`config.mk`:
```
export PLATFORM = sky130hd
export DESIGN_NAME = mem_port_arbiter_flat
export DESIGN_NICKNAME = d
export VERILOG_FILES = /design/src/rtl/mem_port_arb_pkg.sv /design/src/rtl/mem_port_arbiter_if.sv /design/src/rtl/mem_port_arb_pick.sv /design/src/rtl/mem_port_arbiter.sv /design/src/flat_wrapper.sv
export SDC_FILE = /design/constraint.sdc
export NUM_CORES = 1
export LEC_CHECK = 0
export CAP_MARGIN = 10
export CORE_AREA = 2 2 157 159
export CTS_CLUSTER_SIZE = 20
export DETAILED_ROUTE_END_ITERATION = 12
export DIE_AREA = 0 0 159 161
export GPL_TIMING_DRIVEN = 0
export PLACE_DENSITY_LB_ADDON = 0.2
export SYNTH_ARGS = -nofsm -noshare
export SYNTH_HDL_FRONTEND = slang
export SYNTH_HIERARCHICAL = 1
export SYNTH_SLANG_ARGS = --single-unit
export TNS_END_PERCENT = 50
```
`constraint.sdc`:
```
create_clock -name clk -period 7.7 [get_ports clk]
set_clock_uncertainty 0.15 [all_clocks]
set_input_delay 1.925 -clock clk [delete_from_list [all_inputs] [get_ports clk]]
set_output_delay 1.925 -clock clk [all_outputs]
set_load 0.05 [all_outputs]
```
`src/rtl/mem_port_arb_pkg.sv`:
```
// Shared types and helpers for the byte-serial memory port arbiter.
package mem_port_arb_pkg;

  localparam int unsigned BYTE_W = 8;

  typedef enum logic [1:0] {
    ST_IDLE = 2'd0,
    ST_XFER = 2'd1,
    ST_RESP = 2'd2
  } state_e;

  function automatic int unsigned clamp_len(input int unsigned len, input int unsigned nb);
    return (len > nb) ? nb : len;
  endfunction

endpackage

```
`src/rtl/mem_port_arbiter_if.sv`:
```
// Requester-side request/response bundle for mem_port_arbiter.
interface mem_port_arbiter_if
  import mem_port_arb_pkg::*;
#(
  parameter int unsigned N_CH   = 2,
  parameter int unsigned ADDR_W = 32,
  parameter int unsigned DATA_W = 32,
  parameter int unsigned LEN_W  = $clog2(DATA_W / BYTE_W) + 1
);
  logic [N_CH-1:0]        req_valid;
  logic [N_CH-1:0]        req_we;
  logic [N_CH*LEN_W-1:0]  req_len;
  logic [N_CH*ADDR_W-1:0] req_addr;
  logic [N_CH*DATA_W-1:0] req_wdata;
  logic [N_CH-1:0]        req_ready;
  logic [N_CH-1:0]        resp_valid;
  logic [DATA_W-1:0]      resp_rdata;
  logic                   busy;

  modport master (
    output req_valid, req_we, req_len, req_addr, req_wdata,
    input  req_ready, resp_valid, resp_rdata, busy
  );

  modport slave (
    input  req_valid, req_we, req_len, req_addr, req_wdata,
    output req_ready, resp_valid, resp_rdata, busy
  );
endinterface

```
`src/rtl/mem_port_arb_pick.sv`:
```
// Combinational one-hot request picker; search starts at channel ptr and wraps.
module mem_port_arb_pick #(
  parameter int unsigned N_CH  = 2,
  parameter int unsigned IDX_W = 1
) (
  input  logic [N_CH-1:0]  req,
  input  logic [IDX_W-1:0] ptr,
  output logic [N_CH-1:0]  gnt
);
  int unsigned j;
  logic        found;

  always_comb begin
    gnt   = '0;
    found = 1'b0;
    j     = 0;
    for (int unsigned i = 0; i < N_CH; i++) begin
      j = 32'(ptr) + i;
      if (j >= N_CH) j = j - N_CH;
      if (req[j] && !found) begin
        gnt[j] = 1'b1;
        found  = 1'b1;
      end
    end
  end
endmodule

```
`src/rtl/mem_port_arbiter.sv`:
```
// N_CH requesters sharing one byte-serial RAM/IO bus, one transaction in flight.
// Define MEM_PORT_ARB_RR_EN for round-robin arbitration; otherwise lowest channel wins.
module mem_port_arbiter
  import mem_port_arb_pkg::*;
#(
  parameter int unsigned N_CH   = 2,
  parameter int unsigned ADDR_W = 32,
  parameter int unsigned DATA_W = 32,
  parameter int unsigned LEN_W  = $clog2(DATA_W / BYTE_W) + 1
) (
  input  logic              clk,
  input  logic              rst,
  input  logic              rdy,
  mem_port_arbiter_if.slave bus,
  input  logic [7:0]        mem_din,
  output logic [7:0]        mem_dout,
  output logic [ADDR_W-1:0] mem_a,
  output logic              mem_wr
);
  localparam int unsigned NB    = DATA_W / BYTE_W;
  localparam int unsigned IDX_W = (N_CH > 1) ? $clog2(N_CH) : 1;

  state_e            state_q, state_d;
  logic [LEN_W-1:0]  cnt_q, cnt_d;
  logic [LEN_W-1:0]  len_q, len_d;
  logic              we_q, we_d;
  logic [ADDR_W-1:0] addr_q, addr_d;
  logic [DATA_W-1:0] wdata_q, wdata_d;
  logic [DATA_W-1:0] rdata_q, rdata_d;
  logic [N_CH-1:0]   gnt_q, gnt_d;
  logic [IDX_W-1:0]  rr_ptr_q, rr_ptr_d;
  logic [ADDR_W-1:0] mem_a_q, mem_a_d;

  logic [N_CH-1:0]   pick_gnt;
  logic              sel_we;
  logic [LEN_W-1:0]  sel_len;
  logic [ADDR_W-1:0] sel_addr;
  logic [DATA_W-1:0] sel_wdata;
  logic [IDX_W-1:0]  nxt_ptr;

  mem_port_arb_pick #(
    .N_CH  (N_CH),
    .IDX_W (IDX_W)
  ) u_pick (
    .req (bus.req_valid),
    .ptr (rr_ptr_q),
    .gnt (pick_gnt)
  );

  always_comb begin
    sel_we    = 1'b0;
    sel_len   = '0;
    sel_addr  = '0;
    sel_wdata = '0;
    nxt_ptr   = '0;
    for (int unsigned ch = 0; ch < N_CH; ch++) begin
      if (pick_gnt[ch]) begin
        sel_we    = bus.req_we[ch];
        sel_len   = bus.req_len[ch*LEN_W +: LEN_W];
        sel_addr  = bus.req_addr[ch*ADDR_W +: ADDR_W];
        sel_wdata = bus.req_wdata[ch*DATA_W +: DATA_W];
        nxt_ptr   = (ch == N_CH - 1) ? '0 : IDX_W'(ch + 1);
      end
    end
  end

  always_comb begin
    state_d        = state_q;
    cnt_d          = cnt_q;
    len_d          = len_q;
    we_d           = we_q;
    addr_d         = addr_q;
    wdata_d        = wdata_q;
    rdata_d        = rdata_q;
    gnt_d          = gnt_q;
    rr_ptr_d       = rr_ptr_q;
    mem_a_d        = '0;
    mem_wr         = 1'b0;
    mem_dout       = '0;
    bus.req_ready  = '0;
    bus.resp_valid = '0;
    bus.resp_rdata = '0;
    bus.busy       = (state_q != ST_IDLE);

    case (state_q)
      ST_IDLE: begin
        if (rdy && rst && (|bus.req_valid)) begin
          bus.req_ready = pick_gnt;
          gnt_d         = pick_gnt;
          we_d          = sel_we;
          len_d         = LEN_W'(clamp_len(32'(sel_len), NB));
          addr_d        = sel_addr;
          wdata_d       = sel_wdata;
          rdata_d       = '0;
          cnt_d         = '0;
          state_d       = (len_d == '0) ? ST_RESP : ST_XFER;
`ifdef MEM_PORT_ARB_RR_EN
          rr_ptr_d      = nxt_ptr;
`else
          rr_ptr_d      = '0;
`endif
        end
      end

      ST_XFER: begin
        if (cnt_q < len_q) mem_a_d = addr_q + ADDR_W'(cnt_q);
        if (we_q) begin
          mem_wr   = rdy;
          mem_dout = 8'(wdata_q >> {cnt_q, 3'b000});
        end
        if (rdy) begin
          if (we_q) begin
            cnt_d = cnt_q + LEN_W'(1);
            if (cnt_q + LEN_W'(1) == len_q) state_d = ST_RESP;
          end else begin
            // RAM returns the byte one cycle after its address, hence the cnt-1 slot.
            if (cnt_q != '0)
              rdata_d = rdata_q | (DATA_W'(mem_din) << {cnt_q - LEN_W'(1), 3'b000});
            if (cnt_q == len_q) state_d = ST_RESP;
            else                cnt_d   = cnt_q + LEN_W'(1);
          end
        end
      end

      ST_RESP: begin
        if (rdy) begin
          bus.resp_valid = gnt_q;
          bus.resp_rdata = rdata_q;
          state_d        = ST_IDLE;
        end
      end

      default: state_d = ST_IDLE;
    endcase

    // While paused, keep presenting the last issued address so the RAM output
    // still matches the byte the capture logic expects on resume.
    if (!rdy) mem_a_d = mem_a_q;
  end

  assign mem_a = mem_a_d;

  always_ff @(posedge clk or negedge rst) begin
    if (!rst) begin
      state_q  <= ST_IDLE;
      cnt_q    <= '0;
      len_q    <= '0;
      we_q     <= 1'b0;
      addr_q   <= '0;
      wdata_q  <= '0;
      rdata_q  <= '0;
      gnt_q    <= '0;
      rr_ptr_q <= '0;
      mem_a_q  <= '0;
    end else begin
      state_q  <= state_d;
      cnt_q    <= cnt_d;
      len_q    <= len_d;
      we_q     <= we_d;
      addr_q   <= addr_d;
      wdata_q  <= wdata_d;
      rdata_q  <= rdata_d;
      gnt_q    <= gnt_d;
      rr_ptr_q <= rr_ptr_d;
      mem_a_q  <= mem_a_d;
    end
  end
endmodule
```
`src/flat_wrapper.sv`:
```
// flat-port wrapper written by rule: the top's interface ports become plain ports
module mem_port_arbiter_flat import mem_port_arb_pkg::*;
#(
  parameter int unsigned N_CH   = 2,
  parameter int unsigned ADDR_W = 32,
  parameter int unsigned DATA_W = 32,
  parameter int unsigned LEN_W  = $clog2(DATA_W / BYTE_W) + 1
)
  (clk, rst, rdy, mem_din, mem_dout, mem_a, mem_wr, bus_req_valid, bus_req_we, bus_req_len, bus_req_addr, bus_req_wdata, bus_req_ready, bus_resp_valid, bus_resp_rdata, bus_busy);
  mem_port_arbiter_if #(.N_CH(N_CH), .ADDR_W(ADDR_W), .DATA_W(DATA_W), .LEN_W(LEN_W)) bus_i ();
  input  logic clk;
  input  logic rst;
  input  logic rdy;
  input  logic [7:0] mem_din;
  output logic [7:0] mem_dout;
  output logic [ADDR_W-1:0] mem_a;
  output logic mem_wr;
  input wire logic [$bits(bus_i.req_valid)-1:0] bus_req_valid;
  input wire logic [$bits(bus_i.req_we)-1:0] bus_req_we;
  input wire logic [$bits(bus_i.req_len)-1:0] bus_req_len;
  input wire logic [$bits(bus_i.req_addr)-1:0] bus_req_addr;
  input wire logic [$bits(bus_i.req_wdata)-1:0] bus_req_wdata;
  output wire logic [$bits(bus_i.req_ready)-1:0] bus_req_ready;
  output wire logic [$bits(bus_i.resp_valid)-1:0] bus_resp_valid;
  output wire logic [$bits(bus_i.resp_rdata)-1:0] bus_resp_rdata;
  output wire logic [$bits(bus_i.busy)-1:0] bus_busy;
  assign bus_i.req_valid = bus_req_valid;
  assign bus_i.req_we = bus_req_we;
  assign bus_i.req_len = bus_req_len;
  assign bus_i.req_addr = bus_req_addr;
  assign bus_i.req_wdata = bus_req_wdata;
  assign bus_req_ready = bus_i.req_ready;
  assign bus_resp_valid = bus_i.resp_valid;
  assign bus_resp_rdata = bus_i.resp_rdata;
  assign bus_busy = bus_i.busy;
  mem_port_arbiter #(.N_CH(N_CH), .ADDR_W(ADDR_W), .DATA_W(DATA_W), .LEN_W(LEN_W)) u_core (.clk(clk), .rst(rst), .rdy(rdy), .bus(bus_i), .mem_din(mem_din), .mem_dout(mem_dout), .mem_a(mem_a), .mem_wr(mem_wr));
endmodule
```
==> PnR_summary.wiki <==
{| class="wikitable"
! Metric !! Value
|-
| Share of the synthesized area in the top cell type || 0.492
|-
| Required time at the worst-slack endpoint || 5.62 ns
|-
| Final Slew Violations || 0
|-
| Element type at the critical path start || primary input
|-
| Tmin final || 7.25 ns
|-
| Cell taking the most area after synthesis || dfrtp_1
|-
| Largest family of logic cells by synthesized area || compound AO/OA/AOI/OAI gates
|-
| Estimated wirelength of the detail-placed design || 17000 µm
|-
| Commonest non-fill, non-tap cell in the layout || clkdlybuf4s50_1
|-
| Initial antenna violation count || 0
|-
| Arrival time of the worst setup path || 5.18 ns
|-
| Switching portion of total power || 0.413
|-
| Pin count of the biggest net entering global routing || 81
|-
| Clock insertion delay at the later pin of the skew report || 0.42 ns
|-
| Ys flop type || dfrtp_1
|-
| Initial DRC count || 262
|-
| Die width || 159 µm
|-
| Clock net sink count || 139
|-
| Synthesis-to-finish area growth || 47.3%
|-
| Final Net Count || 1120
|-
| Pin slew with the least headroom to its limit || 0.873 ns
|-
| Worst hold margin || 0.334 ns
|-
| Final critical-path share of the clock period || 0.942
|-
| Mux share of post-synthesis cell area || 0.0303
|-
| Root buffer cell || clkbuf_16
|-
| Cell Count, Final, Fillers Out || 1298
|-
| Total clock buffers created by CTS || 17
|-
| Smallest setup slack after layout || 0.448 ns
|-
| Int Power || 2.28 mW
|-
| Clock-pin slew on the worst setup and hold paths || 0.06 ns
|-
| Worst Path Class, Setup || primary input to output port
|-
| Flop2flop setup slack || 4.10 ns
|-
| Hold Fails Final Rpt || 0
|-
| Post-Place Setup Slack || -0.0895 ns
|-
| Post-synthesis async set-or-reset flop share || 1.00
|-
| Total of hold buffers inserted after clock tree synthesis || 0
|-
| Clock network fraction of design power || 0.230
|-
| Final sum of negative setup slack || 0 ns
|-
| Share of layout cells above drive strength 1 || 0.0667
|-
| Max cap viols || 0
|-
| Cell area after technology mapping || 7070 µm²
|-
| Port Buffer Count || 226
|-
| Number of global-route vias before repair || 6573
|-
| Chip height || 161 µm
|-
| Std-Cell Core Area || 24000 µm²
|-
| Static power due to leakage || 4.11 nW
|-
| H-tree depth || 4
|-
| Effective utilization at floorplan || 0.295
|-
| Remaining max-slew budget at the tightest pin || 0.418
|-
| Routed length per instance || 18.0 µm
|-
| Cell Pwr Density || 374 nW/µm²
|-
| Flip-flop and latch count after synthesis || 139
|-
| Wire length of the first global-routing pass || 36700 µm
|-
| Synthesized netlist cell count || 714
|-
| Seq/Total Area, Yosys || 0.492
|-
| Post-Synth XOR/XNOR Area || 0.0409
|-
| Area enclosed by the die boundary || 25600 µm²
|-
| Post-CTS Setup Bufs || 0
|-
| WL final || 23400 µm
|-
| Detailed-routing iteration count for the pre-antenna-repair pass || 5
|-
| Synthesis Warnings || 6
|-
| Switching power total || 1.61 mW
|-
| Total setup violations reported at the end of the flow || 0
|-
| Final weighted congestion in routability-driven placement || 0.798
|-
| Number of enable-type register cells in the synthesized netlist || 0
|-
| Sequential Power Share || 0.334
|-
| Adder and majority gate portion of the synthesized area || 0.0188
|-
| Compound-Gate Fraction of Synth Area || 0.213
|-
| Gr ovfl total || 0
|-
| Worst-path maximum fanout || 80
|-
| CTS max path bufs || 2
|-
| Total via count after detailed routing || 6355
|-
| Synthesized area per cell || 9.90 µm²
|-
| Commonest cells after routing, fill and taps aside || clkdlybuf4s50_1, dfrtp_1, nor2_1
|-
| TritonCTS clock tree || yes
|-
| Worst hold-check path type || flop to flop
|-
| Average via count per standard cell || 4.90
|-
| Status || completed
|-
| Post-route DRC violation count || 0
|-
| Crit path capture type || output port
|-
| Fmax || 138 MHz
|-
| Total track usage || 0.183
|-
| Synthesized-area fraction occupied by and/or/nand/nor cells || 0.169
|-
| Portion of total power attributed to combinational logic || 0.436
|-
| Most area-consuming cells after synthesis || dfrtp_1, a22oi_1, a21oi_1
|-
| ANT nets after route || 0
|-
| Number of core rows || 57
|-
| Ant diodes || 0
|-
| IR Drop Worst-Case VDD || 0.124 mV
|-
| Distinct cell type count of the synthesized netlist || 53
|-
| RSZ-0062 raised after global routing || false
|-
| Placed Instances || 1266
|-
| Io pins || 227
|}
==> registers in the layout, summed over array words and instances (netlist names) <==
signal,count
u_core/gnt_q,2
u_core/wdata_q,32
u_core/we_q,1
u_core/state_q,2
u_core/cnt_q,3
u_core/len_q,3
u_core/rdata_q,32
u_core/addr_q,32
u_core/mem_a_q,32
==> worst paths after layout <==
check,startpoint,endpoint,depth (start not counted)
max in group asynchronous,rst,u_core/wdata_q[6],2
worst min-delay path,u_core/mem_a_q[25],u_core/mem_a_q[25],1
worst max register to register,u_core/cnt_q[1],u_core/mem_a_q[30],8
min in group asynchronous,rst,u_core/mem_a_q[24],1
worst max-delay path,rst,bus_req_ready[1],7
worst min register to register,u_core/mem_a_q[25],u_core/mem_a_q[25],1
==> cells by family after synthesis <==
family | Yosys count
buffers and inverters | 65
DFF | 139
xor gates and xnor gates | 33
other | 1
muxes | 11
adders and majority gates | 10
and+or+nand+nor | 229
AOI/OAI and AO/OA | 226
==> per-layer routing <==
layer	global-route usage	vias up	routed length [µm]
met1	0.245	3081	10800
met2	0.301	185	11200
met3	0.0455	12	1230
met5	0	-	0
li1	-	3077	-
met4	0.0430	0	182
==> metrics by stage <==
| step | util | total power [mW] | area (µm²) |
|---|---|---|---|
| 4_1_cts | 0.434 | 3.93 | 10400 |
| 6_report | 0.434 | 3.89 | 10400 |
| 2_1_floorplan | - | 2.42 | 7070 |
| 3_5_place_dp | 0.408 | 3.01 | 9770 |
| 5_1_grt | 0.434 | 4.14 | 10400 |
| 3_3_place_gp | 0.406 | 2.98 | 9740 |
==> synthesized netlist by cell type, types with 4 or more instances <==
cell type,count
a21oi_1,93
a22o_1,4
a22oi_1,67
a31oi_1,9
and2_1,37
buf_1,13
buf_2,4
clkbuf_1,31
dfrtp_1,139
ha_1,9
inv_1,17
mux4_2,8
nand2_1,17
nand2b_1,4
nand3_1,11
nand4_1,7
nor2_1,107
nor2b_1,10
nor3_1,8
nor3_2,4
nor4_2,4
o21ai_0,4
o2bb2ai_1,32
or3_1,4
xnor2_1,20
xor2_1,13
==> critical path, stage by stage <==
cell             delay, ns
buf_6                 0.43
buf_16                0.38
o21ai_0               0.41
nor3_4                0.53
clkbuf_2              0.40
and2_1                0.18
clkdlybuf4s50_1       0.82
==> repair_timing <==
action | 4_1_cts | 5_1_grt
resized for setup | 1 | 2
pin swaps | 0 | 0
setup endpoints to repair | 2 | 2
==> power by group through the flow <==
stage	logic [mW]	registers [mW]	clock network (mW)
floorplan	1.19	1.23	0
global placement	1.68	1.31	0
detailed placement	1.70	1.31	0
CTS	1.71	1.30	0.920
global route	1.85	1.34	0.950
finish	1.69	1.30	0.895
==> final cells by class <==
cell class              instances  area [µm²]
fillers                      2432       13600
flip-flops and latches        139        3480
multi-input cells             511        3350
repair buffers                227        2290
clock buffers                  19         443
well taps                     324         405
clock inverters                13         189
plain buffers                  48         186
inverters                      17        63.8
No activity file was read; power rests on OpenSTA's default activity.
